$ cat config.mk
export PLATFORM = sky130hd
export DESIGN_NAME = percept_ctrl
export DESIGN_NICKNAME = d
export VERILOG_FILES = /design/src/rtl/percept_ctrl.sv
export SDC_FILE = /design/constraint.sdc
export NUM_CORES = 1
export LEC_CHECK = 0
export BUFFER_PORTS_ARGS = -buffer_cell sky130_fd_sc_hd__buf_2
export CORE_MARGIN = 4
export CORE_UTILIZATION = 35
export CTS_CLUSTER_SIZE = 12
export DETAILED_ROUTE_END_ITERATION = 8
export GPL_TIMING_DRIVEN = 0
export PLACE_DENSITY_LB_ADDON = 0.05
export SLEW_MARGIN = 15
export SYNTH_ARGS = -nofsm -noshare
export SYNTH_HDL_FRONTEND = slang
export SYNTH_SLANG_ARGS = --single-unit
$ cat constraint.sdc
create_clock -name clk -period 2.6 [get_ports clk]
set_input_delay 0 -clock clk [delete_from_list [all_inputs] [get_ports clk]]
set_output_delay 0 -clock clk [all_outputs]
set_load 0.05 [all_outputs]
$ cat src/rtl/percept_ctrl.sv
// Host-side sequencer for the percept serial chain: serialises a weight/data
// pair, strobes mul/acc, and optionally deserialises the result chain.
module percept_ctrl #(
  parameter int WIDTH    = 32,
  parameter int RES_BITS = 64
) (
  input  logic                clk,
  input  logic                nRst,
  input  logic                start,
  input  logic [WIDTH-1:0]    weight,
  input  logic [WIDTH-1:0]    data,
  input  logic                read_en,
  output logic                ready,
  output logic                done,
  output logic                res_valid,
  output logic [RES_BITS-1:0] res,
  output logic                p_in,
  output logic                p_shift,
  output logic                p_mul,
  output logic                p_acc,
  output logic                p_in_res,
  output logic                p_shift_res,
  input  logic                p_out_res
);

  // state | meaning
  // IDLE  | ready for a new pair
  // LOAD  | shifting weight then data into the operand chain
  // MUL   | multiply strobe
  // GAP1  | settle cycle between strobes
  // ACC   | accumulate strobe
  // GAP2  | settle cycle before read / completion
  // READ  | shifting the result chain out, MSB first
  // DONE  | one-cycle completion pulse
  typedef enum logic [2:0] {IDLE, LOAD, MUL, GAP1, ACC, GAP2, READ, DONE} state_t;

  localparam int MAXC = (2*WIDTH > RES_BITS) ? 2*WIDTH : RES_BITS;
  localparam int CW   = $clog2(MAXC) + 1;
  localparam logic [CW-1:0] LOAD_LAST = CW'(2*WIDTH - 1);
  localparam logic [CW-1:0] READ_LAST = CW'(RES_BITS - 1);

  state_t              state;
  logic [CW-1:0]       cnt;
  logic [2*WIDTH-2:0]  sreg;
  logic [RES_BITS-2:0] cap;
  logic                rd;

  assign p_in_res = 1'b0;

  // Outputs describe the cycle that follows each edge, so every p_* is a flop.
  always_ff @(posedge clk or negedge nRst) begin
    if (!nRst) begin
      state       <= IDLE;
      cnt         <= '0;
      sreg        <= '0;
      cap         <= '0;
      rd          <= 1'b0;
      res         <= '0;
      ready       <= 1'b1;
      done        <= 1'b0;
      res_valid   <= 1'b0;
      p_in        <= 1'b0;
      p_shift     <= 1'b0;
      p_mul       <= 1'b0;
      p_acc       <= 1'b0;
      p_shift_res <= 1'b0;
    end else begin
      done      <= 1'b0;
      res_valid <= 1'b0;
      case (state)
        IDLE: begin
          if (start) begin
            state   <= LOAD;
            ready   <= 1'b0;
            rd      <= read_en;
            p_in    <= weight[WIDTH-1];
            sreg    <= {weight[WIDTH-2:0], data};
            p_shift <= 1'b1;
            cnt     <= '0;
          end
        end
        LOAD: begin
          if (cnt == LOAD_LAST) begin
            state   <= MUL;
            p_shift <= 1'b0;
            p_in    <= 1'b0;
            p_mul   <= 1'b1;
          end else begin
            cnt  <= cnt + 1'b1;
            p_in <= sreg[2*WIDTH-2];
            sreg <= {sreg[2*WIDTH-3:0], 1'b0};
          end
        end
        MUL: begin
          state <= GAP1;
          p_mul <= 1'b0;
        end
        GAP1: begin
          state <= ACC;
          p_acc <= 1'b1;
        end
        ACC: begin
          state <= GAP2;
          p_acc <= 1'b0;
        end
        GAP2: begin
          if (rd) begin
            state       <= READ;
            p_shift_res <= 1'b1;
            cnt         <= '0;
          end else begin
            state <= DONE;
            done  <= 1'b1;
          end
        end
        READ: begin
          cap <= {cap[RES_BITS-3:0], p_out_res};
          if (cnt == READ_LAST) begin
            // last bit goes straight into res so it updates in one step
            res         <= {cap, p_out_res};
            state       <= DONE;
            done        <= 1'b1;
            res_valid   <= 1'b1;
            p_shift_res <= 1'b0;
          end else begin
            cnt <= cnt + 1'b1;
          end
        end
        DONE: begin
          state <= IDLE;
          ready <= 1'b1;
        end
        default: begin
          state <= IDLE;
          ready <= 1'b1;
        end
      endcase
    end
  end

endmodule

==> results_dict.tcl, run 1 <==
set metrics [dict create \
    fin_skew_ps 11.28 \
    fillers 2278 \
    hp-class "primary input to async pin" \
    start_util 0.3585 \
    crit_chain "nor4b_2, nor2_1, a21oi_2, buf_6, o221a_2" \
    drc 0 \
    clkSinkCount 209 \
    synth_edf_count 0 \
    fp.dieW_um 166.5 \
    clkLatencyLatePin_ps 510 \
    syn-num-nets 787 \
    ys_warn_count 0 \
    final_common_cell "dfrtp_1" \
    clkPwrFrac 0.315 \
    layout_common_cells "208 x dfrtp_1, 200 x nand2_1, 149 x buf_2" \
    cts_inserted_buffers 24 \
    cp_slowest_stage_delay_ps 630 \
    ir_drop_v 0.0004643 \
    post_layout_nonfiller_instances 1293 \
    r2r_end "sreg[20]" \
    layout-drive-gt1-share 0.3498 \
    reg2reg_depth 5 \
    port-buffer-count 140 \
    worst_ep_required_time_ps 3050 \
    first_pass_iters 4 \
    async_flop_share 1.000 \
    viasPerCell 4.695 \
    yosysUniqueCellTypes 47 \
    fin_crit_sh 0.8641 \
    p_switching_mw 3.006 \
    layout.area.seq_mm2 0.005231 \
    crit_path_start_kind "flip-flop" \
    std_cell_rows 57 \
    grt_pass1_wl_um 32570 \
    endpoint_kind "flip-flop" \
    yosys-top-cells-area "dfrtp_1 59%, nand2_1 8.5%, mux2_4 8.4%, o221a_2 7.9%, nand2b_1 4.7%" \
    dp_hpwl_um 13000 \
    r2r_slack_ps 350 \
    path_max_fanout 10 \
    ctsLongestPathBuffers 3 \
    drtIter0Drc 274 \
    grt_max_degree 95 \
    syn_area_mm2 0.008796 \
    combPwrFrac 0.265 \
    status "complete, no violations" \
    fin_crit_ps 2247 \
    seqPwrFrac 0.420 \
    worst_slack_ps 353.5 \
    htreeDepth 1 \
    critPathSlowestCell "nor4b_2" \
    wire_per_inst_um 14.63 \
    cellLeakagePower_nw 5.516 \
    dp.cells 1183 \
    gp_congestion 0.7106 \
    multi_input_area_mm2 0.003199 \
    ant_nets 0 \
    cp.arrival_ps 2690 \
    drv_slew 0 \
    overflow 0 \
    p_int_mw 7.050 \
    worstMarginPinSlew_ps 695.0 \
    rsz0062_at_grt "false" \
    syn_inst 717 \
    grt_pass1_vias 6419 \
    clkTransAtPathRegs_ps 60 \
    yosys.area.top_type "dfrtp_1" \
    setup_viol 0 \
    crit_type "flip-flop to flip-flop" \
    synth_top_cell_area_share 0.5917 \
    grtUsageTotal 0.1368 \
    fmax_mhz 445.1 \
    cts_tree "built" \
    dieArea_mm2 0.02773 \
    grt_antenna_before_repair 0 \
    wl_um 18920 \
    nNetsFinal 1024 \
    powerDensity_mw_per_mm2 880.6 \
    post-place-ws_ps 351.2 \
    cts-root-buf "clkbuf_16" \
    ys.flop_type "dfrtp_1" \
    synth-seq-area-share 0.5947 \
    fin_tns_setup_ps 0 \
    vias 6070 \
    core_mm2 0.02453 \
    area.growth.synth_to_final_pct 29.83 \
    pin_count 142 \
    max_slew_margin 0.5367 \
    reg2reg_from "state[1]" \
    num_antenna_cells 0 \
    syn_avg_cell_area_um2 12.27 \
    ys_ff_latch 209 \
    switching_share 0.2989 \
    die_h_um 166.5 \
    drv_cap 0 \
    hold_violations 0 \
]
==> how the worst max path moves through the flow <==
| stage | depth (start not counted) | from | end | slack [ps] |
|---|---|---|---|---|
| 2_1_floorplan | 8 | cnt[0] | res[10] | 670 |
| 3_3_place_gp | 1 | nRst | sreg[43] | -2020 |
| 3_5_place_dp | 6 | state[2] | sreg[16] | 350 |
| 4_1_cts | 6 | cnt[0] | sreg[20] | 320 |
| 5_1_grt | 6 | state[2] | sreg[16] | 210 |
| 6_report | 5 | state[1] | sreg[20] | 350 |
==> layer usage <==
| metal | GRT usage | routed length [um] | vias to the layer above |
|---|---|---|---|
| li1 | - | - | 2937 |
| met1 | 0.1852 | 8700 | 2975 |
| met2 | 0.2248 | 8846 | 128 |
| met3 | 0.03105 | 1012 | 30 |
| met4 | 0.03415 | 364 | 0 |
| met5 | 0 | 0 | - |
==> power by group through the flow <==
stage                     Sequential (mW)  Combinational (mW)  Clock (mW)
after floorplan                      4.28                1.91           0
after global placement               4.26                2.55           0
after detailed placement             4.26                2.65           0
after CTS                            4.23                2.72        3.30
after global routing                 4.29                2.95        3.43
final                                4.22                2.66        3.17
==> logic make-up after synthesis <==
| logic type | count (synthesis) | synth area share |
|---|---|---|
| compound gates | 98 | 0.1053 |
| xor+xnor | 1 | 0.0009959 |
| buf+inv | 52 | 0.04154 |
| fa+ha+maj | 1 | 0.001422 |
| mux | 65 | 0.1040 |
| simple gates | 290 | 0.1516 |
| other cells | 1 | 0.0004263 |
| flops | 209 | 0.5947 |
==> area by class of cell <==
| type | count | area share |
|---|---|---|
| clock inverters | 5 | 0.003177 |
| multi-input cells | 456 | 0.2802 |
| plain buffers | 47 | 0.03035 |
| well taps | 324 | 0.03550 |
| repair buffers | 211 | 0.1284 |
| flip-flops and latches | 209 | 0.4581 |
| clock buffers | 36 | 0.06267 |
| inverters | 5 | 0.001643 |
==> sequential cells by signal, summed over array words and instances (netlist names) <==
| register | cells |
|---|---|
| res | 64 |
| cap | 63 |
| sreg | 63 |
| cnt | 7 |
| state | 3 |
| done | 1 |
| p_acc | 1 |
| p_in | 1 |
| p_mul | 1 |
| p_shift | 1 |
| p_shift_res | 1 |
| rd | 1 |
| ready | 1 |
| res_valid | 1 |
==> per-stage QoR <==
step	utilization	power [mW]	hold slack [ps]	instance area, um2
2_1_floorplan	-	6.191	-295.6	8796
3_3_place_gp	0.4036	6.818	235.9	9902
3_5_place_dp	0.4063	6.906	-88.14	9967
4_1_cts	0.4655	10.25	57.30	11420
5_1_grt	0.4655	10.66	86.56	11420
6_report	0.4655	10.06	60.50	11420
==> Yosys cell counts (all sizes together), types with 3 or more instances <==
master and count:
o21ai 12, buf 30, inv 5, nand2 200, o221a 62, nor2 8, dfrtp 208, a21oi 8
nand2b 66, a21o 3, clkbuf 17, nand3 3, mux2 64
==> worst max-delay path: cells and delay by family, from the launching register on <==
kind / cells / cell delay [ps]
buf+inv: 1 / 230
compound gates: 2 / 750
flops: 1 / 470
simple gates: 2 / 730
==> repair_timing <==
item                      4_1_cts  5_1_grt
hold endpoints to repair      276        0
hold buffers                   69        0
gates resized for setup         0        0
buffers inserted                0        0
Note: power is estimated with default switching activity, not from simulation.
==> run 2: changes to the inputs <==
- REMOVE_ABC_BUFFERS: unset -> 1
==> run 2 against run 1 <==
Register-to-register slack got worse by 190 ps; total power increased by 1.4%; clock power increased by 1%; non-clock buffer count decreased by 27; hold slack got worse by 29 ps; largest power group unchanged; first-iteration DRC count increased by 19%; via count decreased by 1.8%; global-route usage about the same; critical endpoint is now res[7]; core utilization about the same; combinational power about the same.
==> results_dict.tcl, run 2 (synthesis results as in run 1) <==
set metrics [dict create \
    die_h_um 166.5 \
    cp_common_cell "buf_12" \
    wl_um 18790 \
    start_util 0.3585 \
    crit_chain "ha_1, nand2_1, or3_1, nor2_4, buf_12, buf_12, mux2_2" \
    htreeDepth 1 \
    fin_skew_ps 9.787 \
    rsz0062_at_grt "false" \
    critPathSlowestCell "or3_1" \
    area.growth.synth_to_final_pct 29.79 \
    clkTransAtPathRegs_ps 60 \
    dieArea_mm2 0.02773 \
    grt_antenna_before_repair 0 \
    grt_max_degree 79 \
    vias 5962 \
    post_layout_nonfiller_instances 1268 \
    crit_type "flip-flop to flip-flop" \
    multi_input_area_mm2 0.003231 \
    worst_slack_ps 163.4 \
    fin_crit_sh 0.9372 \
    max_slew_margin 0.4179 \
    largest_reg_flops 64 \
    fp.dieW_um 166.5 \
    cts_inserted_buffers 24 \
    setup_viol 0 \
    status "complete, no violations" \
    num_antenna_cells 0 \
    ctsLongestPathBuffers 3 \
    hp-class "primary input to async pin" \
    grtUsageTotal 0.1364 \
    path_max_fanout 24 \
    drv_cap 0 \
    ir_drop_v 0.0004452 \
    final_common_cell "dfrtp_1" \
    top_register "res" \
    core_mm2 0.02453 \
    overflow 0 \
    nNetsFinal 998 \
    total_power_mw 10.20 \
    top_regs "res (64), cap (63), sreg (63)" \
    drc 0 \
    cts-root-buf "clkbuf_16" \
    viasPerCell 4.702 \
    fin_crit_ps 2437 \
    dp.cells 1151 \
    grt_pass1_wl_um 32350 \
    worstMarginPinSlew_ps 868.5 \
    fillers 2248 \
    gp_congestion 0.7178 \
    powerDensity_mw_per_mm2 893.4 \
    wire_per_inst_um 14.82 \
    pin_count 142 \
    ant_nets 0 \
    worst_ep_required_time_ps 2990 \
    dp_hpwl_um 12310 \
    hold_violations 0 \
    cp.arrival_ps 2820 \
    first_pass_iters 4 \
    cts_tree "built" \
    layout-drive-gt1-share 0.3538 \
    endpoint_kind "flip-flop" \
    drv_slew 0 \
    port-buffer-count 140 \
    drtIter0Drc 326 \
    clkLatencyLatePin_ps 500 \
    cp_slowest_stage_delay_ps 540 \
    post-place-ws_ps -243.4 \
    crit_path_start_kind "flip-flop" \
    clkSinkCount 209 \
    grt_pass1_vias 6407 \
    std_cell_rows 57 \
    layout.area.seq_mm2 0.005234 \
    fmax_mhz 410.4 \
    cellLeakagePower_nw 5.492 \
    layout_common_cells "206 x dfrtp_1, 199 x nand2_1, 139 x buf_2" \
]
run 2: path summary, 6_finish.rpt:
check | slack [ps] | cells after the start | to | start
worst min-delay path | 30 | 2 | res[25] | nRst
min in group clk | 230 | 4 | sreg[0] | data[0]
max in group asynchronous | 1800 | 3 | ready | nRst
worst min register to register | 470 | 1 | p_shift | p_shift
worst max register to register | 160 | 7 | res[7] | cnt[0]
worst max-delay path | 160 | 7 | res[7] | cnt[0]
run 2: final cells by class:
type / count / share of cell area
sequential: 209 / 0.4585
multi-input combinational: 457 / 0.2830
timing repair buffer: 231 / 0.1551
clock buffer: 38 / 0.06434
tap: 324 / 0.03551
clock inverter: 4 / 0.001973
inverter: 5 / 0.001644
run 2: layer usage:
metal | routed length [um] | part of all wire | global-route usage
met5 | 0 | 0 | 0
met4 | 415 | 0.022 | 0.03664
met2 | 9092 | 0.48 | 0.2297
met3 | 768 | 0.041 | 0.02347
met1 | 8510 | 0.45 | 0.1834
run 2: metrics by stage:
stage,hold slack (ps),instance area [um2],TNS [ps],util
2_1_floorplan,-295.6,8449,-282060,-
3_3_place_gp,208.1,9555,-1062030,0.3895
3_5_place_dp,-16.86,9912,-15050,0.4040
4_1_cts,30.75,11420,0,0.4653
5_1_grt,73.14,11420,0,0.4653
6_report,31.88,11420,0,0.4653
run 2: power breakdown:
part | internal [mW] | leakage, nW | switching (mW)
sequential | 3.86 | 2.67 | 0.456
combinational | 1.39 | 2.45 | 1.29
clock | 1.92 | 0.371 | 1.29
run 2: worst max-delay path, delay by kind of cell, from the launching register on:
family | cells | cell delay [ps]
DFF | 1 | 390
muxes | 1 | 360
and+or+nand+nor | 3 | 900
buffers and inverters | 2 | 410
adders and majority gates | 1 | 230
run 2: repair_timing:
action	4_1_cts	5_1_grt
hold buffers	72	0
endpoints found under the hold margin	277	0
gates resized for setup	2	0
cloned	1	0
setup buffers	2	0
pin swaps	1	1
setup endpoints to repair	85	18
